`src/rtl/tube_readout_if.sv`:
```
// Byte stream from the tube readout toward the downstream serializer/FIFO.
// A byte transfers on every rising edge where out_valid and out_ready are both high;
// while out_valid is high and out_ready low, out_data and out_last hold stable.
interface tube_readout_if;
  logic [7:0] out_data;
  logic       out_valid;
  logic       out_ready;
  logic       out_last;

  modport master (output out_data, output out_valid, output out_last, input out_ready);
  modport slave  (input out_data, input out_valid, input out_last, output out_ready);
endinterface

```
`src/rtl/tube_readout.sv`:
```
// Event-window controller for a bank of tube timing channels: opens a counting window
// per trigger, snapshots every tube count and streams it out as a framed byte packet.
module tube_readout #(
  parameter int         NUM_TUBES  = 8,
  parameter int         WINDOW_CYC = 200,
  parameter logic [7:0] HEADER     = 8'hA5
) (
  input  logic                   clk,
  input  logic                   clr,
  input  logic                   trigger,
  input  logic [NUM_TUBES*8-1:0] clk_cyc_bus,
  output logic                   tube_clr,
  output logic                   gate_enable,
  output logic                   busy,
  output logic [7:0]             trig_dropped,
  output logic [1:0]             dbg_state,
  tube_readout_if.master         out
);

  localparam logic [1:0] S_IDLE    = 2'd0;
  localparam logic [1:0] S_WINDOW  = 2'd1;
  localparam logic [1:0] S_CAPTURE = 2'd2;
  localparam logic [1:0] S_SEND    = 2'd3;

  localparam int               IDX_W    = $clog2(NUM_TUBES + 2);
  localparam logic [IDX_W-1:0] LAST_IDX = IDX_W'(NUM_TUBES + 1);
  localparam logic [7:0]       WIN_LAST = 8'(WINDOW_CYC - 1);

  logic [1:0]       state_q, state_d;
  logic [7:0]       win_cnt_q, win_cnt_d;
  logic [IDX_W-1:0] idx_q, idx_d;
  logic [7:0]       seq_q, seq_d;
  logic [7:0]       drop_q, drop_d;
  logic             trig_q;
  logic             start;
  logic [7:0]       snap_q [NUM_TUBES];
  logic [7:0]       pkt_byte;

  assign start = trigger & ~trig_q;

  always_comb begin
    state_d   = state_q;
    win_cnt_d = win_cnt_q;
    idx_d     = idx_q;
    seq_d     = seq_q;
    drop_d    = drop_q;
    // Any rising trigger outside IDLE is lost, including on the last-byte edge.
    if (start && (state_q != S_IDLE) && (drop_q != 8'hFF)) drop_d = drop_q + 8'd1;
    case (state_q)
      S_IDLE: begin
        if (start) begin
          state_d   = S_WINDOW;
          win_cnt_d = '0;
        end
      end
      S_WINDOW: begin
        win_cnt_d = win_cnt_q + 8'd1;
        if (win_cnt_q == WIN_LAST) state_d = S_CAPTURE;
      end
      S_CAPTURE: begin
        state_d = S_SEND;
        idx_d   = '0;
      end
      S_SEND: begin
        if (out.out_ready) begin
          if (idx_q == LAST_IDX) begin
            state_d = S_IDLE;
            seq_d   = seq_q + 8'd1;
          end else begin
            idx_d = idx_q + 1'b1;
          end
        end
      end
      default: state_d = S_IDLE;
    endcase
  end

  always_ff @(posedge clk or negedge clr) begin
    if (!clr) begin
      state_q   <= S_IDLE;
      win_cnt_q <= '0;
      idx_q     <= '0;
      seq_q     <= '0;
      drop_q    <= '0;
      trig_q    <= 1'b0;
    end else begin
      state_q   <= state_d;
      win_cnt_q <= win_cnt_d;
      idx_q     <= idx_d;
      seq_q     <= seq_d;
      drop_q    <= drop_d;
      trig_q    <= trigger;
    end
  end

  // Tubes are still cleared by this same edge, so the bus holds pre-clear counts.
  always_ff @(posedge clk) begin
    if (state_q == S_CAPTURE) begin
      for (int i = 0; i < NUM_TUBES; i++) snap_q[i] <= clk_cyc_bus[8*i +: 8];
    end
  end

  always_comb begin
    pkt_byte = 8'h00;
    if (idx_q == '0) begin
      pkt_byte = HEADER;
    end else if (idx_q == IDX_W'(1)) begin
      pkt_byte = seq_q;
    end else begin
      for (int i = 0; i < NUM_TUBES; i++) begin
        if (int'(idx_q) == i + 2) pkt_byte = snap_q[i];
      end
    end
  end

  assign tube_clr      = (state_q != S_WINDOW);
  assign gate_enable   = (state_q == S_WINDOW);
  assign busy          = (state_q != S_IDLE);
  assign trig_dropped  = drop_q;
  assign dbg_state     = state_q;
  assign out.out_valid = (state_q == S_SEND);
  assign out.out_data  = (state_q == S_SEND) ? pkt_byte : 8'h00;
  assign out.out_last  = (state_q == S_SEND) && (idx_q == LAST_IDX);

endmodule

```
`src/flat_wrapper.sv`:
```
// flat-port wrapper written by rule: the top's interface ports become plain ports
module tube_readout_flat 
#(
  parameter int         NUM_TUBES  = 8,
  parameter int         WINDOW_CYC = 200,
  parameter logic [7:0] HEADER     = 8'hA5
)
  (clk, clr, trigger, clk_cyc_bus, tube_clr, gate_enable, busy, trig_dropped, dbg_state, out_out_data, out_out_valid, out_out_last, out_out_ready);
  tube_readout_if out_i ();
  input  logic clk;
  input  logic clr;
  input  logic trigger;
  input  logic [NUM_TUBES*8-1:0] clk_cyc_bus;
  output logic tube_clr;
  output logic gate_enable;
  output logic busy;
  output logic [7:0] trig_dropped;
  output logic [1:0] dbg_state;
  output wire logic [$bits(out_i.out_data)-1:0] out_out_data;
  output wire logic [$bits(out_i.out_valid)-1:0] out_out_valid;
  output wire logic [$bits(out_i.out_last)-1:0] out_out_last;
  input wire logic [$bits(out_i.out_ready)-1:0] out_out_ready;
  assign out_out_data = out_i.out_data;
  assign out_out_valid = out_i.out_valid;
  assign out_out_last = out_i.out_last;
  assign out_i.out_ready = out_out_ready;
  tube_readout #(.NUM_TUBES(NUM_TUBES), .WINDOW_CYC(WINDOW_CYC), .HEADER(HEADER)) u_core (.clk(clk), .clr(clr), .trigger(trigger), .clk_cyc_bus(clk_cyc_bus), .tube_clr(tube_clr), .gate_enable(gate_enable), .busy(busy), .trig_dropped(trig_dropped), .dbg_state(dbg_state), .out(out_i));
endmodule
```
`config.mk`:
```
export PLATFORM = sky130hd
export DESIGN_NAME = tube_readout_flat
export DESIGN_NICKNAME = d
export VERILOG_FILES = /design/src/rtl/tube_readout_if.sv /design/src/rtl/tube_readout.sv /design/src/flat_wrapper.sv
export SDC_FILE = /design/constraint.sdc
export NUM_CORES = 1
export LEC_CHECK = 0
export CAP_MARGIN = 0
export CORE_UTILIZATION = 55
export CTS_BUF_LIST = sky130_fd_sc_hd__clkbuf_16
export CTS_CLUSTER_SIZE = 14
export DETAILED_ROUTE_END_ITERATION = 8
export PLACE_DENSITY_LB_ADDON = 0.2
export SLEW_MARGIN = 25
export SYNTH_ARGS = -nofsm -noshare
export SYNTH_HDL_FRONTEND = slang
export SYNTH_SLANG_ARGS = --single-unit
```
`constraint.sdc`:
```
create_clock -name clk -period 6.9 [get_ports clk]
set_clock_uncertainty 0.15 [all_clocks]
set_input_delay 1.38 -clock clk [delete_from_list [all_inputs] [get_ports clk]]
set_output_delay 1.38 -clock clk [all_outputs]
set_load 0.05 [all_outputs]
```
==> results of run 1 <==
layout make-up:
cell class / count / share of cell area (%)
Multi-Input combinational cell: 223 / 26.5
Sequential cell: 95 / 48.4
Inverter: 14 / 0.944
Clock inverter: 7 / 1.42
Tap cell: 99 / 2.22
Timing Repair Buffer: 92 / 16.4
Clock buffer: 9 / 4.04
how the worst min path moves through the flow:
stage,start,endpoint,slack (ps),depth (start not counted)
finish,u_core.seq_q[7],u_core.seq_q[7],330,1
global route,u_core.seq_q[7],u_core.seq_q[7],350,1
CTS,u_core.seq_q[7],u_core.seq_q[7],320,1
detailed placement,u_core.seq_q[7],u_core.seq_q[7],310,1
global placement,u_core.seq_q[7],u_core.seq_q[7],310,1
floorplan,u_core.seq_q[7],u_core.seq_q[7],290,1
layer usage:
metal | GRT usage, % | part of all wire (%) | vias to the layer above
li1 | - | - | 1466
met1 | 30.8 | 42 | 1479
met2 | 38.8 | 50 | 116
met3 | 5.30 | 5.5 | 18
met4 | 7.93 | 1.7 | 0
met5 | 0 | 0 | -
critical path: stages (launching register included):
cell and delay (ps):
dfrtp_1 410, inv_1 100, ha_1 530, nor2b_1 570, a22oi_1 140, nor2_1 160
a211oi_1 70, o41ai_1 390, clkdlybuf4s50_1 890
cells in the mapped netlist (2+ instances only):
cell / instances / share of area [%]
nand2b_1: 2 / 0.29
xnor2_1: 9 / 1.8
nor2b_1: 7 / 1.0
nor3_2: 3 / 0.70
a32oi_1: 2 / 0.41
o21ai_0: 25 / 2.9
a22oi_1: 11 / 1.9
nand2_1: 28 / 2.4
xor2_1: 11 / 2.2
nor2_1: 24 / 2.1
a21oi_1: 20 / 2.3
and3_1: 4 / 0.58
inv_1: 14 / 1.2
nor3_1: 2 / 0.23
nand4_4: 2 / 0.99
and2_1: 2 / 0.29
buf_1: 3 / 0.26
nor4_1: 2 / 0.29
nand4_1: 5 / 0.73
nand3_1: 12 / 1.4
mux2_2: 4 / 1.0
clkbuf_1: 6 / 0.52
dfrtp_1: 31 / 18
o22ai_1: 4 / 0.58
a221oi_1: 4 / 0.82
ha_1: 11 / 3.2
a211oi_1: 12 / 2.1
buf_2: 6 / 0.70
edfxtp_1: 64 / 45
power breakdown:
group | switching [µW] | internal (µW) | total, µW
logic | 525 | 271 | 796
registers | 86.9 | 804 | 891
clock network | 217 | 286 | 503
sequential cells by signal (all words and copies together) (netlist names):
register	flops
u_core.snap_q	64
u_core.seq_q	8
u_core.trig_dropped	8
u_core.win_cnt_q	8
u_core.idx_q	4
u_core.dbg_state	2
u_core.trig_q	1
cell usage in the layout (no fill, tap or decap), types with 10 or more instances in the layout:
cell,netlist,layout
dfrtp_1,31,31
clkdlybuf4s50_1,0,90
ha_1,11,10
nand3_1,12,12
edfxtp_1,64,64
inv_1,14,15
nor2_1,24,24
a21oi_1,20,20
a211oi_1,12,12
o21ai_0,25,25
xor2_1,11,11
a22oi_1,11,11
nand2_1,28,28
stage by stage:
stage	setup WS, ps	instance area (µm²)
6_report	1760	5570
5_1_grt	1430	5570
4_1_cts	1800	5570
3_5_place_dp	2170	5270
3_3_place_gp	2340	5270
2_1_floorplan	2000	4290
cell families after synthesis:
family / count (synthesis) / share of synthesized area (%)
flip-flops: 95 / 62.8
adder cells (fa/ha/maj): 11 / 3.21
AO/OA/AOI/OAI: 89 / 13.7
buffers and inverters: 30 / 2.88
XOR/XNOR: 20 / 4.08
multiplexers: 4 / 1.05
AND/OR/NAND/NOR: 99 / 12.3
==> results.tsv, run 1 <==
metric	value	unit
wire_per_inst	16.5	µm
grt_overflow_total	0	
totalWireLength	8910	µm
dieArea	8160	µm²
crit_end	out_out_data[5]	
vias	3079	
coreArea	7410	µm²
r2r-start	u_core.idx_q[1]	
multiInputGateArea	1480	µm²
hold_class	flop to flop	
cts-root-buf	clkbuf_16	
max_cap_viol_count	0	
htreeDepth	3	
grtUsageTotal	23.5	%
max-clock-path-buffers	2	
path_clk_slew	70	ps
rr_worst_depth	7	
synth_nets	427	
fin_nets	514	
syn_area	4290	µm²
utilization	75.2	%
worstMarginPinSlew	1010	ps
ys_ff_latch	95	
cts_resized	0	
antenna_left	0	
reg2reg_slack	4140	ps
clock_sinks	95	
period_minus_slack	5140	ps
r2r-end	u_core.seq_q[4]	
synthArstFlopShare	32.6	%
ys_types	47	
required	5370	ps
syn_to_final_growth	29.7	%
rsz0062_at_grt	false	
grt_max_degree	68	
clock_latency	340	ps
yosysSeqAreaShare	62.8	%
drv_slew	0	
grt_pass1_wl	14900	µm
io_buffers	90	
arrival	3610	ps
netlist_instances	348	
diodes	0	
layout-drive-gt1-share	6.82	%
grt_pass1_vias	3096	
hpwl	6060	µm
power.density	393	nW/µm²
timing.hold.ws	329	ps
critical_path_peak_fanout	28	
antenna_found_initial	0	
initialDrtViolationCount	186	
setup_violations	0	
rows	31	
post_cts_buffers	0	
finalWeightedCongestion	0.798	
worstSetupPathType	flop to primary output	
tns	0	ps
slew_headroom	32.9	%
crit_path_start_kind	flop	
viasPerCell	5.71	
status	complete, no violations	
stdcell_count	539	
finalPower	2190	µW
worst_setup_path_end_kind	primary output	
die_h	90.4	µm
fp.dieW	90.4	µm
leakagePower	0.00206	µW
initial_core_util	58.0	%
hold_viol	0	
yosys_warnings	0	
firstDrtPassIters	5	
seq_area	2700	µm²
finalCritPeriodShare	74.4	%
syn_avg_cell_area	12.3	µm²
timing.critical_path.from	u_core.idx_q[1]	
cts_hold_buf	0	
cts_tree	yes	
max_freq	0.195	GHz
io_pins	91	
fillers	492	
cts_made_buffers	9	
vdd_drop_max	0.172	mV
dp_cells	523	
drc	0	
synth_edf_count	64	
synth-main-ff-cell	edfxtp_1	
(Power assumes the default switching activity.)
==> run 2: changes to the inputs <==
--- a/config.mk
+++ b/config.mk
@@ -6,7 +6,7 @@
 export NUM_CORES = 1
 export LEC_CHECK = 0
 export CAP_MARGIN = 0
-export CORE_UTILIZATION = 55
+export CORE_UTILIZATION = 46
 export CTS_BUF_LIST = sky130_fd_sc_hd__clkbuf_16
 export CTS_CLUSTER_SIZE = 14
 export DETAILED_ROUTE_END_ITERATION = 8
==> constraint.sdc (replaced) <==
create_clock -name clk -period 4.4 [get_ports clk]
set_clock_uncertainty 0.15 [all_clocks]
set_input_delay 0.88 -clock clk [delete_from_list [all_inputs] [get_ports clk]]
set_output_delay 0.88 -clock clk [all_outputs]
set_load 0.05 [all_outputs]
==> results.tsv, run 2 (synthesized netlist as in run 1, its figures left out) <==
metric	value	unit	change
stdcell_count	554		+2.8%
max-clock-path-buffers	2		unchanged
leakagePower	0.00209	µW	+1.5%
io_buffers	90		unchanged
worstPathCellList	inv_1 > ha_1 > buf_4 > nor2b_1 > a221oi_1 > a211oi_1 > a211oi_1 > o21ai_0 > clkdlybuf4s50_1		
grt_max_degree	44		-35%
totalWireLength	8960	µm	+0.54%
die_h	98.6	µm	+9.1%
dp_cells	538		+2.9%
io_pins	91		unchanged
path_clk_slew	70	ps	about the same
period_minus_slack	4180	ps	
power.density	612	nW/µm²	+56%
fillers	697		+42%
fp.dieW	98.6	µm	+9.1%
worstMarginPinSlew	647	ps	-359 ps
final_cell_mix	90 x clkdlybuf4s50_1, 64 x edfxtp_1, 31 x dfrtp_1, 28 x nand2_1, 25 x o21ai_0		
worst_setup_path_end_kind	primary output		
fin_nets	520		+1.2%
seq_area	2700	µm²	unchanged
layout-drive-gt1-share	8.07	%	+1.3 points
viasPerCell	5.46		-4.4%
cts_made_buffers	9		unchanged
cts-root-buf	clkbuf_16		
diodes	0		unchanged
cts_resized	0		unchanged
vias	3025		-1.8%
tns	0	ps	unchanged
drv_slew	0		unchanged
required	3370	ps	-2000 ps
rows	34		+9.7%
setup_violations	0		unchanged
slew_headroom	56.5	%	+24 points
initialDrtViolationCount	187		+0.54%
final_common_cell	clkdlybuf4s50_1		
post_cts_buffers	0		unchanged
largest_reg_flops	64		unchanged
grt_overflow_total	0		unchanged
utilization	63.3	%	-12 points
finalCritPeriodShare	95.0	%	
drc	0		unchanged
vdd_drop_max	0.248	mV	+44%
finalWeightedCongestion	0.824		+3.3%
final.setup.worst_slack	222	ps	-1540 ps
wire_per_inst	16.2	µm	-2.2%
dieArea	9730	µm²	+19%
htreeDepth	3		unchanged
antenna_found_initial	0		unchanged
hold_class	flop to flop		
max_freq	0.239	GHz	
cts_tree	yes		
syn_to_final_growth	31.0	%	
status	complete, no violations		
hold_viol	0		unchanged
multiInputGateArea	1480	µm²	+0.51%
arrival	3150	ps	-460 ps
dp_slack	584	ps	-1590 ps
critPathTopFamily	buffers and inverters		
clock_sinks	95		unchanged
max_cap_viol_count	0		unchanged
crit_buf_inv	3		+1
clock_latency	340	ps	about the same
cts_hold_buf	0		unchanged
grt_pass1_vias	3021		-2.4%
hpwl	6440	µm	+6.2%
rsz0062_at_grt	false		
worstSetupPathType	flop to primary output		
grtUsageTotal	19.6	%	-3.9 points
cp_common_cell	a211oi_1		
regMostFlops	u_core.snap_q		
timing.hold.ws	323	ps	-5.52 ps
initial_core_util	48.3	%	-9.7 points
crit_path_start_kind	flop		
crit_path_max_incr_delay	830	ps	-60 ps
critical_path_peak_fanout	18		-36%
cp_slowest_cell	clkdlybuf4s50_1		
firstDrtPassIters	5		unchanged
grt_pass1_wl	14800	µm	-1.1%
coreArea	8890	µm²	+20%
antenna_left	0		unchanged
==> run 2: final timing paths <==
| kind | to | slack [ps] | cells past startpoint | startpoint |
|---|---|---|---|---|
| worst max-delay path | out_out_data[7] | 220 | 9 | u_core.idx_q[1] |
| worst min-delay path | u_core.seq_q[7] | 320 | 1 | u_core.seq_q[7] |
| worst max register to register | u_core.idx_q[0] | 2040 | 6 | u_core.dbg_state[0] |
| worst min register to register | u_core.seq_q[7] | 320 | 1 | u_core.seq_q[7] |
| max in group asynchronous | u_core.trig_q | 3010 | 2 | clr |
| min in group asynchronous | u_core.trig_dropped[0] | 790 | 2 | clr |
==> run 2: worst register-to-register path, cell delays in order, from the launching register on <==
cell,delay [ps]
dfrtp_1,430
inv_1,110
ha_2,580
buf_4,570
nor2_1,130
o21ai_0,170
o21ai_0,100
==> run 2: power by group <==
group	switching (µW)	internal (µW)	total (µW)	leakage, µW
registers	137	1260	1400	0.00101
logic	820	451	1270	0.000934
clock network	331	442	773	0.000145
total	1290	2150	3440	0.00209
==> run 2: final cells by class <==
| class | instances | area share, % |
|---|---|---|
| Tap cell | 108 | 2.40 |
| Clock inverter | 7 | 1.27 |
| Clock buffer | 9 | 4.00 |
| Timing Repair Buffer | 98 | 17.1 |
| Inverter | 14 | 0.934 |
| Multi-Input combinational cell | 223 | 26.4 |
| Sequential cell | 95 | 48.0 |
==> run 2: per-layer routing <==
metal  track usage [%]  wire length (µm)  part of all wire [%]  vias up
met2              30.1              4150                    46       97
met3              5.11               449                   5.0       15
li1                  -                 -                     -     1477
met4              7.81               182                   2.0        0
met1              26.8              4180                    47     1436
met5                 0                 0                     0        -
==> run 2: metrics by stage <==
step           instance area, µm²  power (µW)
6_report                     5630        3440
4_1_cts                      5630        3470
3_5_place_dp                 5330        2690
2_1_floorplan                4300        2270
5_1_grt                      5630        3640
3_3_place_gp                 5330        2650
